==> src/rtl/ttc_intr_sched29_pkg.sv <==
// Shared types and defaults for the timer interrupt scheduler.
// State enum, default sizes and the timer-index width helper.
package ttc_sched_pkg29;

  localparam int DEF_NUM_TMR = 3;
  localparam int DEF_SRC_W   = 6;
  localparam int DEF_HOLDOFF = 2;
  localparam int DEF_TMO_CYC = 255;

  typedef enum logic [2:0] {
    IDLE    = 3'd0,
    ARB     = 3'd1,
    PRESENT = 3'd2,
    CLEAR   = 3'd3,
    HOLD    = 3'd4
  } sched_state_t;

  // Width of a timer index; never narrower than one bit.
  function automatic int idx_w(input int n);
    return (n > 1) ? $clog2(n) : 1;
  endfunction

endpackage

==> src/rtl/ttc_intr_sched29_if.sv <==
// CPU-side interrupt presentation interface of the timer interrupt scheduler.
// master = scheduler, slave = interrupt consumer.
interface ttc_intr_sched29_if #(
  parameter int NUM_TMR = ttc_sched_pkg29::DEF_NUM_TMR,
  parameter int SRC_W   = ttc_sched_pkg29::DEF_SRC_W
);
  localparam int IDX_W = ttc_sched_pkg29::idx_w(NUM_TMR);

  // Handshake: irq_valid rises with irq_tmr_id/irq_src and holds them stable
  // until the consumer raises irq_ack; a transfer completes on the first clock
  // edge with irq_valid & irq_ack. irq_ack while irq_valid=0 has no effect.
  logic             irq_valid;
  logic [IDX_W-1:0] irq_tmr_id;
  logic [SRC_W-1:0] irq_src;
  logic             irq_ack;

  modport master (output irq_valid, output irq_tmr_id, output irq_src, input irq_ack);
  modport slave  (input irq_valid, input irq_tmr_id, input irq_src, output irq_ack);

endinterface

==> src/rtl/ttc_rr_arb29.sv <==
// Combinational round-robin picker: first set request at or above rr_ptr,
// wrapping to timer 0.
module ttc_rr_arb29
  import ttc_sched_pkg29::*;
#(
  parameter int NUM_TMR = DEF_NUM_TMR,
  localparam int IDX_W  = idx_w(NUM_TMR)
) (
  input  logic [NUM_TMR-1:0] req,
  input  logic [IDX_W-1:0]   rr_ptr,
  output logic               gnt_valid,
  output logic [IDX_W-1:0]   gnt_id
);

  logic [IDX_W-1:0] idx;

  // Scan farthest-first so the candidate nearest rr_ptr overwrites the others.
  always_comb begin
    gnt_valid = 1'b0;
    gnt_id    = '0;
    idx       = '0;
    for (int k = NUM_TMR - 1; k >= 0; k--) begin
      idx = IDX_W'((int'(rr_ptr) + k) % NUM_TMR);
      if (req[idx]) begin
        gnt_valid = 1'b1;
        gnt_id    = idx;
      end
    end
  end

endmodule

==> src/rtl/ttc_intr_sched29.sv <==
// Round-robin interrupt scheduler for the triple timer counter.
// Optional ack timeout with tmo_flag output: define TTC_SCHED_TIMEOUT_EN.
module ttc_intr_sched29
  import ttc_sched_pkg29::*;
#(
  parameter int NUM_TMR = DEF_NUM_TMR,
  parameter int SRC_W   = DEF_SRC_W,
  parameter int HOLDOFF = DEF_HOLDOFF
`ifdef TTC_SCHED_TIMEOUT_EN
  , parameter int TMO_CYC = DEF_TMO_CYC
`endif
) (
  input  logic                          pclk29,
  input  logic                          p_reset29,
  input  logic                          sched_en,
  input  logic [NUM_TMR-1:0]            tmr_intr,
  input  logic [NUM_TMR*SRC_W-1:0]      tmr_intr_reg,
  ttc_intr_sched29_if.master            irq,
  output logic [NUM_TMR-1:0]            clear_interrupt,
  output logic                          busy,
`ifdef TTC_SCHED_TIMEOUT_EN
  output logic                          tmo_flag,
`endif
  output sched_state_t                  state_dbg,
  output logic [idx_w(NUM_TMR)-1:0]     rr_ptr_dbg
);

  localparam int IDX_W = idx_w(NUM_TMR);

  sched_state_t     state;
  logic [IDX_W-1:0] rr_ptr;
  logic [IDX_W-1:0] next_ptr;
  logic [2:0]       hold_cnt;
  logic             gnt_valid;
  logic [IDX_W-1:0] gnt_id;
  logic [SRC_W-1:0] reg_arr [NUM_TMR];
`ifdef TTC_SCHED_TIMEOUT_EN
  logic [7:0]       tmo_cnt;
`endif

  for (genvar i = 0; i < NUM_TMR; i++) begin : g_unpack
    assign reg_arr[i] = tmr_intr_reg[i*SRC_W +: SRC_W];
  end

  ttc_rr_arb29 #(.NUM_TMR(NUM_TMR)) u_arb (
    .req       (tmr_intr),
    .rr_ptr    (rr_ptr),
    .gnt_valid (gnt_valid),
    .gnt_id    (gnt_id)
  );

  // Pointer moves past the serviced (or stalled) timer.
  assign next_ptr = (irq.irq_tmr_id == IDX_W'(NUM_TMR - 1)) ? '0 : irq.irq_tmr_id + 1'b1;

  always_ff @(posedge pclk29) begin
    if (p_reset29) begin
      state           <= IDLE;
      rr_ptr          <= '0;
      hold_cnt        <= '0;
      irq.irq_valid   <= 1'b0;
      irq.irq_tmr_id  <= '0;
      irq.irq_src     <= '0;
      clear_interrupt <= '0;
`ifdef TTC_SCHED_TIMEOUT_EN
      tmo_cnt         <= '0;
      tmo_flag        <= 1'b0;
`endif
    end else begin
      clear_interrupt <= '0;
`ifdef TTC_SCHED_TIMEOUT_EN
      tmo_flag        <= 1'b0;
`endif
      case (state)
        IDLE: begin
          if (sched_en && (|tmr_intr)) state <= ARB;
        end
        ARB: begin
          if (gnt_valid) begin
            state          <= PRESENT;
            irq.irq_valid  <= 1'b1;
            irq.irq_tmr_id <= gnt_id;
            irq.irq_src    <= reg_arr[gnt_id];
`ifdef TTC_SCHED_TIMEOUT_EN
            tmo_cnt        <= '0;
`endif
          end else begin
            state <= IDLE;
          end
        end
        PRESENT: begin
          if (irq.irq_ack) begin
            state           <= CLEAR;
            irq.irq_valid   <= 1'b0;
            clear_interrupt <= NUM_TMR'(1) << irq.irq_tmr_id;
          end
`ifdef TTC_SCHED_TIMEOUT_EN
          // Stalled consumer: skip the clear and move on to the next timer.
          else if (tmo_cnt == 8'(TMO_CYC - 1)) begin
            state         <= HOLD;
            irq.irq_valid <= 1'b0;
            rr_ptr        <= next_ptr;
            hold_cnt      <= 3'(HOLDOFF);
            tmo_flag      <= 1'b1;
          end else begin
            tmo_cnt <= tmo_cnt + 8'd1;
          end
`endif
        end
        CLEAR: begin
          rr_ptr   <= next_ptr;
          hold_cnt <= 3'(HOLDOFF);
          state    <= HOLD;
        end
        HOLD: begin
          hold_cnt <= hold_cnt - 3'd1;
          if (hold_cnt <= 3'd1) state <= (sched_en && (|tmr_intr)) ? ARB : IDLE;
        end
        default: state <= IDLE;
      endcase
    end
  end

  assign busy       = (state != IDLE);
  assign state_dbg  = state;
  assign rr_ptr_dbg = rr_ptr;

endmodule

==> src/flat_wrapper.sv <==
// flat-port wrapper written by rule: the top's interface ports become plain ports
module ttc_intr_sched29_flat import ttc_sched_pkg29::*;
#(
  parameter int NUM_TMR = DEF_NUM_TMR,
  parameter int SRC_W   = DEF_SRC_W,
  parameter int HOLDOFF = DEF_HOLDOFF

)
  (pclk29, p_reset29, sched_en, tmr_intr, tmr_intr_reg, clear_interrupt, busy, state_dbg, rr_ptr_dbg, irq_irq_valid, irq_irq_tmr_id, irq_irq_src, irq_irq_ack);
  ttc_intr_sched29_if #(.NUM_TMR(NUM_TMR), .SRC_W(SRC_W)) irq_i ();
  input  logic pclk29;
  input  logic p_reset29;
  input  logic sched_en;
  input  logic [NUM_TMR-1:0] tmr_intr;
  input  logic [NUM_TMR*SRC_W-1:0] tmr_intr_reg;
  output logic [NUM_TMR-1:0] clear_interrupt;
  output logic busy;
  output sched_state_t state_dbg;
  output logic [idx_w(NUM_TMR)-1:0] rr_ptr_dbg;
  output wire logic [$bits(irq_i.irq_valid)-1:0] irq_irq_valid;
  output wire logic [$bits(irq_i.irq_tmr_id)-1:0] irq_irq_tmr_id;
  output wire logic [$bits(irq_i.irq_src)-1:0] irq_irq_src;
  input wire logic [$bits(irq_i.irq_ack)-1:0] irq_irq_ack;
  assign irq_irq_valid = irq_i.irq_valid;
  assign irq_irq_tmr_id = irq_i.irq_tmr_id;
  assign irq_irq_src = irq_i.irq_src;
  assign irq_i.irq_ack = irq_irq_ack;
  ttc_intr_sched29 #(.NUM_TMR(NUM_TMR), .SRC_W(SRC_W), .HOLDOFF(HOLDOFF)) u_core (.pclk29(pclk29), .p_reset29(p_reset29), .sched_en(sched_en), .tmr_intr(tmr_intr), .tmr_intr_reg(tmr_intr_reg), .irq(irq_i), .clear_interrupt(clear_interrupt), .busy(busy), .state_dbg(state_dbg), .rr_ptr_dbg(rr_ptr_dbg));
endmodule
==> config.mk <==
export PLATFORM = sky130hd
export DESIGN_NAME = ttc_intr_sched29_flat
export DESIGN_NICKNAME = d
export VERILOG_FILES = /design/src/rtl/ttc_intr_sched29_pkg.sv /design/src/rtl/ttc_intr_sched29_if.sv /design/src/rtl/ttc_rr_arb29.sv /design/src/rtl/ttc_intr_sched29.sv /design/src/flat_wrapper.sv
export SDC_FILE = /design/constraint.sdc
export NUM_CORES = 1
export LEC_CHECK = 0
export BUFFER_PORTS_ARGS = -buffer_cell sky130_fd_sc_hd__buf_2
export CORE_ASPECT_RATIO = 1.75
export CORE_MARGIN = 2
export CORE_UTILIZATION = 46
export CTS_CLUSTER_DIAMETER = 40
export DETAILED_ROUTE_END_ITERATION = 6
export PLACE_DENSITY = 0.76
export SLEW_MARGIN = 0
export SYNTH_ARGS = -nofsm -noshare
export SYNTH_HDL_FRONTEND = slang
export SYNTH_SLANG_ARGS = --single-unit
==> constraint.sdc <==
create_clock -name pclk29 -period 1.75 [get_ports pclk29]
set_input_delay 0 -clock pclk29 [delete_from_list [all_inputs] [get_ports pclk29]]
set_output_delay 0 -clock pclk29 [all_outputs]
set_load 0.005 [all_outputs]
; After elaboration in Yosys (flattened, before gate mapping)
; Cells that the tools add are included.
[totals]
output_inout_bits = 18
wordCells = 68
ff_bits = 20
[op_classes]
addsub = 4
eq_ne = 9
bitwise_logic = 3
n_shift = 1
n_mux = 26
magnitude_cmp = 5
n_div = 3
n_reduce_logical = 10
[op_table]
columns = operator, count
row1 = $mod A32 B3 Y32 const B, 2
row2 = $mod A3 B3 Y32 const B, 1
row3 = $pmux W3 S5, 1
row4 = $bmux W6 S2, 1
row5 = $mux W6, 2
row6 = $mux W2, 5
row7 = $lt A2 B3 Y1 const B, 3
row8 = $mux W1, 9
row9 = $mux W3, 3
row10 = $bmux W1 S2, 3
row11 = $eq A3 B2 Y1 const B, 2
row12 = $ne A2 B1 Y1 const B, 3
row13 = $pmux W3 S2, 1
row14 = $reduce_and A3 Y1, 2
row15 = $reduce_or A3 Y1, 2
row16 = $reduce_bool A2 Y1, 2
row17 = $add A2 B1 Y3 const B, 1
row18 = $add A2 B2 Y3 const B, 1
row19 = $eq A3 B1 Y1 const B, 1
row20 = $eq A3 B3 Y1 const B, 1
row21 = $ge A3 B3 Y1 const B, 1
row22 = $le A3 B1 Y1 const B, 1
row23 = $logic_not A3 Y1, 1
row24 = $not A2 Y3, 1
row25 = other kinds (10), 11

; Depth between registers and ports, before layout
; Gate-level depths: netlist (run 1).
[depth]
ltp_word = 11
ltp_mapped = 9
depth_no_buf = 7

; Cells and area by module
; From an unflattened synthesis (run 1), not the netlist that was laid out.
[hier_totals]
hier_cells = 136
hier_area_um2 = 1234.9
[modules_own_cells]
columns = module, area_per_inst_um2, cells_each, n_inst
row1 = ttc_intr_sched29, 1043.5, 109, 1
row2 = ttc_rr_arb29, 191.4, 27, 1

; Least setup slack after synthesis (run 1)
; No wires, ideal clock.
[synth_path]
path_kind = flip-flop to flip-flop
start = register u_core.rr_ptr[0], in the netlist u_core.rr_ptr_dbg[0]
end = register u_core.irq.irq_src[4]
synth_period_minus_slack_ns = 1.917
stages_incl_launch_ff = 9
arrival_time_ns = 1.822
setup_time_ns = 0.096
n_path_buf = 1
setup_slack_ns = -0.167
cell_sequence = dfxtp_1 > inv_1 > ha_1 > nor2b_1 > o211ai_1 > a21oi_2 > buf_6 > nor3_1 > o41ai_2
[synth_via]
elab_chain_cells = 11
elab_cells_between_ends = 22
cone_classes = 2 x add/sub / 3 x div / 15 x mux / 1 x bitwise / 1 x reduce/logical
[synth_rtl]
columns = element, line_no
row1 = start: declaration, ttc_intr_sched29.sv:31  ; logic [IDX_W-1:0] rr_ptr;
row2 = start signal: assignment, ttc_intr_sched29.sv:110  ; rr_ptr <= next_ptr;
row3 = $add A2 B2 Y3, ttc_rr_arb29.sv:23  ; idx = IDX_W'((int'(rr_ptr) + k) % NUM_TMR);
row4 = $mod A32 B3 Y32, ttc_rr_arb29.sv:23
row5 = $bmux W1 S2, ttc_rr_arb29.sv:24  ; if (req[idx]) begin
row6 = $mux W1 (not written as such), ttc_rr_arb29.sv:24
row7 = $mux W2 (3 in a row), ttc_rr_arb29.sv:24
row8 = $not A2 Y3 (not written as such), ttc_intr_sched29.sv:82  ; irq.irq_src <= reg_arr[gnt_id];
row9 = $bmux W6 S2, ttc_intr_sched29.sv:82
row10 = $mux W6 (not written as such) (2 in a row), ttc_intr_sched29.sv:82
row11 = end signal: assignment, ttc_intr_sched29.sv:82
row12 = end: declaration, ttc_intr_sched29_if.sv:17  ; modport master (output irq_valid, output irq_tmr_id, output irq_src, input irq_ack);
; Several ways; a longest one is shown, not always the timed one. The select of a mux whose other input is x is not followed.
; A chain may end at the register's enable or synchronous reset.

; Worst setup path after layout (run 1)
[layout_path]
start = register u_core.rr_ptr[1], in the netlist u_core.rr_ptr_dbg[1]
end = register u_core.irq.irq_src[3]
; Same word-level chain as after synthesis.

==> impl_results.md, run 1 <==
- RSZ-0062 raised after global routing: yes
- Peak VDD IR: ~0.00076 V
- CP Launch Point: u_core.rr_ptr_dbg[1]
- Final period util: 109%
- Ys flop type: dfxtp_1
- Worst setup margin: -0.153 ns
- Worst-margin pin slew: 0.420 ns
- Worst-path maximum fanout: 5
- Critical path endpoint category: flop
- Hold Vio Cnt, Final: 0
- Die area: 0.00349 mm²
- Max cap viols: 0
- Area growth, synth to finish: 47.2%
- Routability cong.: 0.815
- Clk_lat worst skew: 0.25 ns
- Filler instances: 220
- Post-synth EDFFs: 0
- P_int: 1.02 mW
- Register share of total power: 36.9%
- Largest net degree at the start of global routing: 13
- Max Clk Rate: 0.525 GHz
- Commonest non-fill, non-tap cell in the layout: buf_2
- WP buf/inv: 3
- ANT nets after route: 0
- Initial antenna violation count: 0
- Clock skew: ~0.0076 ns
- Area of the multi-input gates: between 0.001 and 0.0015 mm²
- CTS tree: done
- Synthesized area per cell: 8.91 µm²
- Status: finished with violations
- First-pass GRT wire length: ~6400 µm
- Setup Viol. Count Final: 9
- Place WS: -0.169 ns
- IO Pins: 43
- Crit path launch type: flop
- #FFs+latches synth: 20
- Starting DRT DRC Count: 37
- Post-synth cell types: 46
- Final total power: 1.44 mW
- Sw frac: 29.1%
- Initial Util: 48.0%
- Pre-antenna DRT Iters: 4
- Clock Pin Slew Worst Setup and Hold Paths: 0.08 ns
- Wire length per cell: 15.8 µm
- CP Cell Sequence: inv_4 > ha_4 > mux2i_4 > o211ai_1 > buf_4 > a2bb2oi_4 > buf_6 > nor3_4 > o41ai_4
- Die Ht: 76.7 µm
- Post-Synthesis Cells: 156
- Via Count: about 1400
- Ys async rst share: 0%
- Vias in the first global route: 1477
- Overflow after GRT: 0
- Reg-to-Reg Start: u_core.rr_ptr_dbg[1]
- Proportion of power drawn by the clock network: between 30% and 40%
- CTS Buf Count: 3
- CTS sink count: 20
- PwrDens: slightly above 700 mW/mm²
- Top cells by area, synth: dfxtp_1 29%, o41ai_2 7.0%, nor3_1 6.1%
- Vias/cell: 5.83
- CTS HTree Levels: 1
- CTS Root Buffer Type: clkbuf_8
- Routed WL: 3890 µm
- Worst endpoint required time: 1.90 ns
- Crit path max-delay cell type: dfxtp_4
- Tmin final: 1.90 ns
- Yosys warnings: 0
- Crit Path Class: reg2reg
- Slew Viols, Final: 0
- Sequential area share after synthesis: 28.8%
- Hold Crit Class: in2reg
- Logic pwr share: 31.9%
- Total Nets Final: ~250
- Dominant cell type by area after synthesis: dfxtp_1
- Buffers added on ports: 42
- Mapped Area: 0.00139 mm²
- Core Area: 0.00290 mm²
- Crit path max-delay family: compound AO/OA/AOI/OAI gates
- Switching power: about 420 µW
- Register area: 408 µm²
- Synth top area share: 28.8%
- Overall global routing resource usage: 23.5%
- DRC: 0
- HP Start: p_reset29
- Arrival @ worst endpoint: 2.06 ns
- Layout cell share with drive strength beyond 1: 51.6%
- Worst path max stage delay: 0.37 ns
- Pleak: 0.844 nW
- Violated checks: setup timing
- Post-Synthesis Net Count: 187
- Slew HR: between 70% and 80%
- Cell row count: 26
- Chip Width: approximately 46 µm
- Most frequent cells in the layout: 42 x buf_2, 21 x buf_4, 18 x dfxtp_1
- ANT cells: 0
- Max clock buf depth: 2
- Hold Slack: 0.0537 ns
- DP HPWL: between 2000 and 3000 µm
-- timing repair --
item	in CTS	in global routing
gates cloned	1	0
buffers inserted	15	1
hold buffers	0	0
endpoints found under the setup margin	10	10
endpoints found under the hold margin	0	0
resized for setup	24	7
pin swaps	21	5
-- final timing paths --
| check | to | slack (ns) | depth (start not counted) |
|---|---|---|---|
| worst min-delay path | u_core.state_dbg[1] | 0.05 | 2 |
| worst max-delay path | u_core.irq.irq_src[3] | -0.15 | 9 |
| worst max register to register | u_core.irq.irq_src[3] | -0.15 | 9 |
| worst min register to register | u_core.irq.irq_valid | 0.45 | 2 |
-- power groups by stage --
| stage | clock network, mW | registers [mW] | logic (mW) |
|---|---|---|---|
| finish | 0.451 | 0.533 | 0.461 |
| global route | 0.486 | 0.539 | 0.496 |
| CTS | 0.464 | 0.530 | 0.441 |
| detailed placement | 0 | 0.540 | 0.361 |
| global placement | 0 | 0.537 | 0.349 |
| floorplan | 0 | 0.526 | 0.254 |
-- sequential cells by signal (all words and copies together), names as in the netlist --
name,flops
u_core.hold_cnt,3
u_core.clear_interrupt,3
u_core.rr_ptr_dbg,2
u_core.irq.irq_tmr_id,2
u_core.state_dbg,3
u_core.irq.irq_src,6
u_core.irq.irq_valid,1
-- layer usage --
layer | wire [µm] | global-route usage (%) | up-vias
li1 | - | - | 711
met1 | 1440 | 24.0 | 699
met2 | 2280 | 44.6 | 25
met3 | 118 | 3.06 | 6
met4 | 59 | 7.65 | 0
met5 | 0 | 0 | -
-- cells by family after synthesis --
family                     after synthesis  share of synthesized area (%)
adders and majority gates                6                           5.40
DFF                                     20                           28.8
muxes                                    1                          0.990
AOI/OAI and AO/OA                       48                           32.3
buffers and inverters                   17                           6.48
and+or+nand+nor                         64                           26.0
-- cell type report --
cell class / count / share of cell area, %
clock buffers: 3 / 2.02
well taps: 28 / 1.71
inverters: 8 / 1.71
clock inverters: 1 / 1.47
flip-flops and latches: 20 / 19.9
multi-input cells: 119 / 52.4
repair buffers: 68 / 20.7
-- synth_stat cells (2+ instances only) --
library cell and number:
nand4bb_1 2, inv_1 7, dfxtp_1 20, buf_4 3, and2_1 2, nand2b_1 2
nand2_1 9, nor3_1 17, o41ai_2 6, o21ai_0 3, nor2_1 13, a2111oi_4 2
a21oi_1 13, nand3_1 3, nor2b_1 3, ha_1 6, buf_6 2, nor3b_1 3
o211ai_1 8, nand3b_1 3, clkbuf_1 4
-- through the flow --
stage / cell area (µm²) / TNS, ns / cells / utilization [%]
final: 2050 / -0.863 / 247 / 70.7
after global routing: 2050 / -1.79 / 247 / 70.7
after CTS: 2010 / -0.800 / 246 / 69.3
after detailed placement: 1710 / -0.770 / 228 / 59.0
after global placement: 1710 / -0.347 / 228 / 59.0
after floorplan: 1440 / -0.0136 / 156 / -
No activity file was read; power rests on OpenSTA's default activity.
==> run 2, diff against run 1 <==
ABC_AREA = 1   (was default)
CORE_UTILIZATION = 45   (was 46)
PLACE_DENSITY = 0.75   (was 0.76)
==> impl_results.md, run 2 <==
- CTS tree: done
- Slew HR: 59.5% (-12 points)
- Xor-xnor portion of the synthesized cell area: 0% (unchanged)
- Dominant cell type by area after synthesis: dfxtp_1
- RSZ-0062 raised after global routing: yes
- Crit path launch type: flop
- Mapped Area: 0.00129 mm² (-7.1%)
- Ys async rst share: 0% (unchanged)
- Worst endpoint required time: 1.93 ns (+0.03 ns)
- Max clock buf depth: 2 (unchanged)
- Hold Crit Class: in2reg
- Sequential area share after synthesis: 31.0% (+2.2 points)
- Overall global routing resource usage: 19.8% (-3.7 points)
- CTS Buf Count: 3 (unchanged)
- Total Nets Final: 272 (+8.4%)
- Post-Synthesis Net Count: 214 (+14%)
- Crit Path Class: reg2reg
- Routed WL: 3230 µm (-17%)
- First-pass GRT wire length: 4920 µm (-23%)
- Starting DRT DRC Count: 40 (+8.1%)
- Final period util: 97.1% (-12 points)
- Pleak: 0.873 nW (+3.5%)
- Initial Util: 47.4% (-0.56 points)
- Worst-path maximum fanout: 7 (+2)
- Place WS: -0.0641 ns (+0.105 ns)
- Post-synth cell types: 26 (-43%)
- Area growth, synth to finish: 37.6%
- IO Pins: 43 (unchanged)
- Most frequent cells in the layout: 42 x buf_2, 27 x inv_1, 22 x nand2_1
- Core Area: 0.00272 mm² (-6.0%)
- Post-synthesis compound-gate area fraction: 19.1% (-13 points)
- Hold Vio Cnt, Final: 0 (unchanged)
- Arrival @ worst endpoint: 1.88 ns (-0.18 ns)
- Worst-margin pin slew: 0.602 ns (+0.182 ns)
- Post-synth EDFFs: 0 (unchanged)
- Overflow after GRT: 0 (unchanged)
- ANT cells: 0 (unchanged)
- Setup Viol. Count Final: 0 (-9)
- DRC: 0 (unchanged)
- Tmin final: 1.70 ns (-0.204 ns)
- Clk_lat worst skew: 0.26 ns (about the same)
- PwrDens: 1000 mW/mm² (+42%)
- Worst setup margin: 0.0507 ns (+0.204 ns)
- Largest family of logic cells by synthesized area: simple AND/OR/NAND/NOR gates
- #FFs+latches synth: 20 (unchanged)
- ANT nets after route: 0 (unchanged)
- Post-route setup TNS: 0 ns (+0.863 ns)
- DP HPWL: 2460 µm (-14%)
- Commonest non-fill, non-tap cell in the layout: buf_2
- Ys flop type: dfxtp_1
- Die area: 0.00333 mm² (-4.7%)
- Clock skew: 0.00221 ns (-0.00541 ns)
- CTS Root Buffer Type: clkbuf_8
- Status: complete, no violations
- Worst reg-to-reg path cell count: 11 (+2)
- Vias in the first global route: 1235 (-16%)
- Max Clk Rate: 0.588 GHz (+12%)
- Max cap viols: 0 (unchanged)
- Layout cell share with drive strength beyond 1: 43.8% (-7.8 points)
- Post-cts hold buffer count: 0 (unchanged)
- Most frequent cell after synthesis: inv_1
- Peak VDD IR: 0.000627 V (-18%)
- Top cells by area, synth: dfxtp_1 31%, inv_1 9.0%, nand3_1 8.5%
- Cell row count: 25 (-3.8%)
- Largest register FFs: 6 (unchanged)
- CTS HTree Levels: 1 (unchanged)
- Via Count: 1408 (-2.3%)
- Clock Pin Slew Worst Setup and Hold Paths: 0.07 ns (about the same)
- Slew Viols, Final: 0 (unchanged)
- Die Ht: 74.9 µm (-2.4%)
- Post-Synthesis Cells: 183 (+17%)
- Pre-antenna DRT Iters: 4 (unchanged)
- Post-Synth Adder-Cell Area: 5.81% (+0.41 points)
- Synth top area share: 31.0% (+2.2 points)
- Post-synthesis simple-gate area fraction: 32.5% (+6.4 points)
- Chip Width: 44.5 µm (-2.3%)
- Top reg by flops: u_core.irq.irq_src
- Vias/cell: 5.27 (-9.6%)
- Largest net degree at the start of global routing: 14 (+1)
- Critical path endpoint category: flop
- Synthesized area per cell: 7.06 µm² (-21%)
- Routability cong.: 0.864 (+6.0%)
- Yosys warnings: 0 (unchanged)
- Buffers added on ports: 42 (unchanged)
- Hold depth: 3 (+1)
- Initial antenna violation count: 0 (unchanged)
- CTS sink count: 20 (unchanged)
- Final Core Density: 65.3% (-5.4 points)
- Mux contribution to synthesized area: 0% (-0.99 points)
- Wire length per cell: 12.1 µm (-23%)
- Post-synth top cells: 31 x inv_1, 27 x nand2_1, 22 x nand3_1, 20 x dfxtp_1, 18 x a21oi_1
[run 2: cells by family after synthesis]
group                      Yosys count
buffers and inverters               37
and+or+nand+nor                     81
adders and majority gates            6
AOI/OAI and AO/OA                   39
DFF                                 20
[run 2: timing repair]
item,CTS,global route
gates resized for setup,10,20
setup endpoints to repair,8,10
setup buffers,3,1
cloned,1,0
pin swaps,5,8
[run 2: worst max-delay path, stage by stage, from the launching register on]
cell,delay (ns)
dfxtp_2,0.34
inv_2,0.05
ha_4,0.28
inv_4,0.05
nand2_4,0.06
nand2_4,0.06
a21oi_4,0.16
nand3_4,0.17
nand2_8,0.13
nor2_4,0.06
buf_4,0.13
a211oi_2,0.12
[run 2: per-layer routing]
metal | part of all wire, % | track usage [%]
met5 | 0 | 0
met4 | 3.9 | 13.5
met3 | 3.7 | 2.88
met2 | 56 | 37.2
met1 | 37 | 18.7
[run 2: final timing paths]
kind,startpoint,endpoint,slack [ns]
max,u_core.rr_ptr_dbg[0],u_core.irq.irq_tmr_id[1],0.05
max reg2reg,u_core.rr_ptr_dbg[0],u_core.irq.irq_tmr_id[1],0.05
min,tmr_intr_reg[16],u_core.irq.irq_src[4],0.04
min reg2reg,u_core.irq.irq_valid,u_core.irq.irq_valid,0.47
[run 2: per-stage QoR]
stage	area [µm²]	power (mW)	std cells	hold slack, ns
finish	1780	1.78	267	0.0416
global route	1780	1.89	267	0.0629
CTS	1710	1.73	266	0.0339
detailed placement	1580	1.30	258	0.309
global placement	1580	1.29	258	0.300
floorplan	1290	1.07	183	0.0710
[run 2: power by group]
part           total, mW  switching [mW]  internal, mW
clock network      0.353           0.152         0.200
registers          0.600          0.0652         0.535
logic              0.827           0.473         0.354
total               1.78           0.690          1.09
[run 2: cell type report]
type                    instances  area [µm²]
multi-input cells             127         848
flip-flops and latches         20         405
inverters                      35         134
fillers                       238         945
well taps                      27        33.8
clock buffers                   4        55.1
repair buffers                 54         300
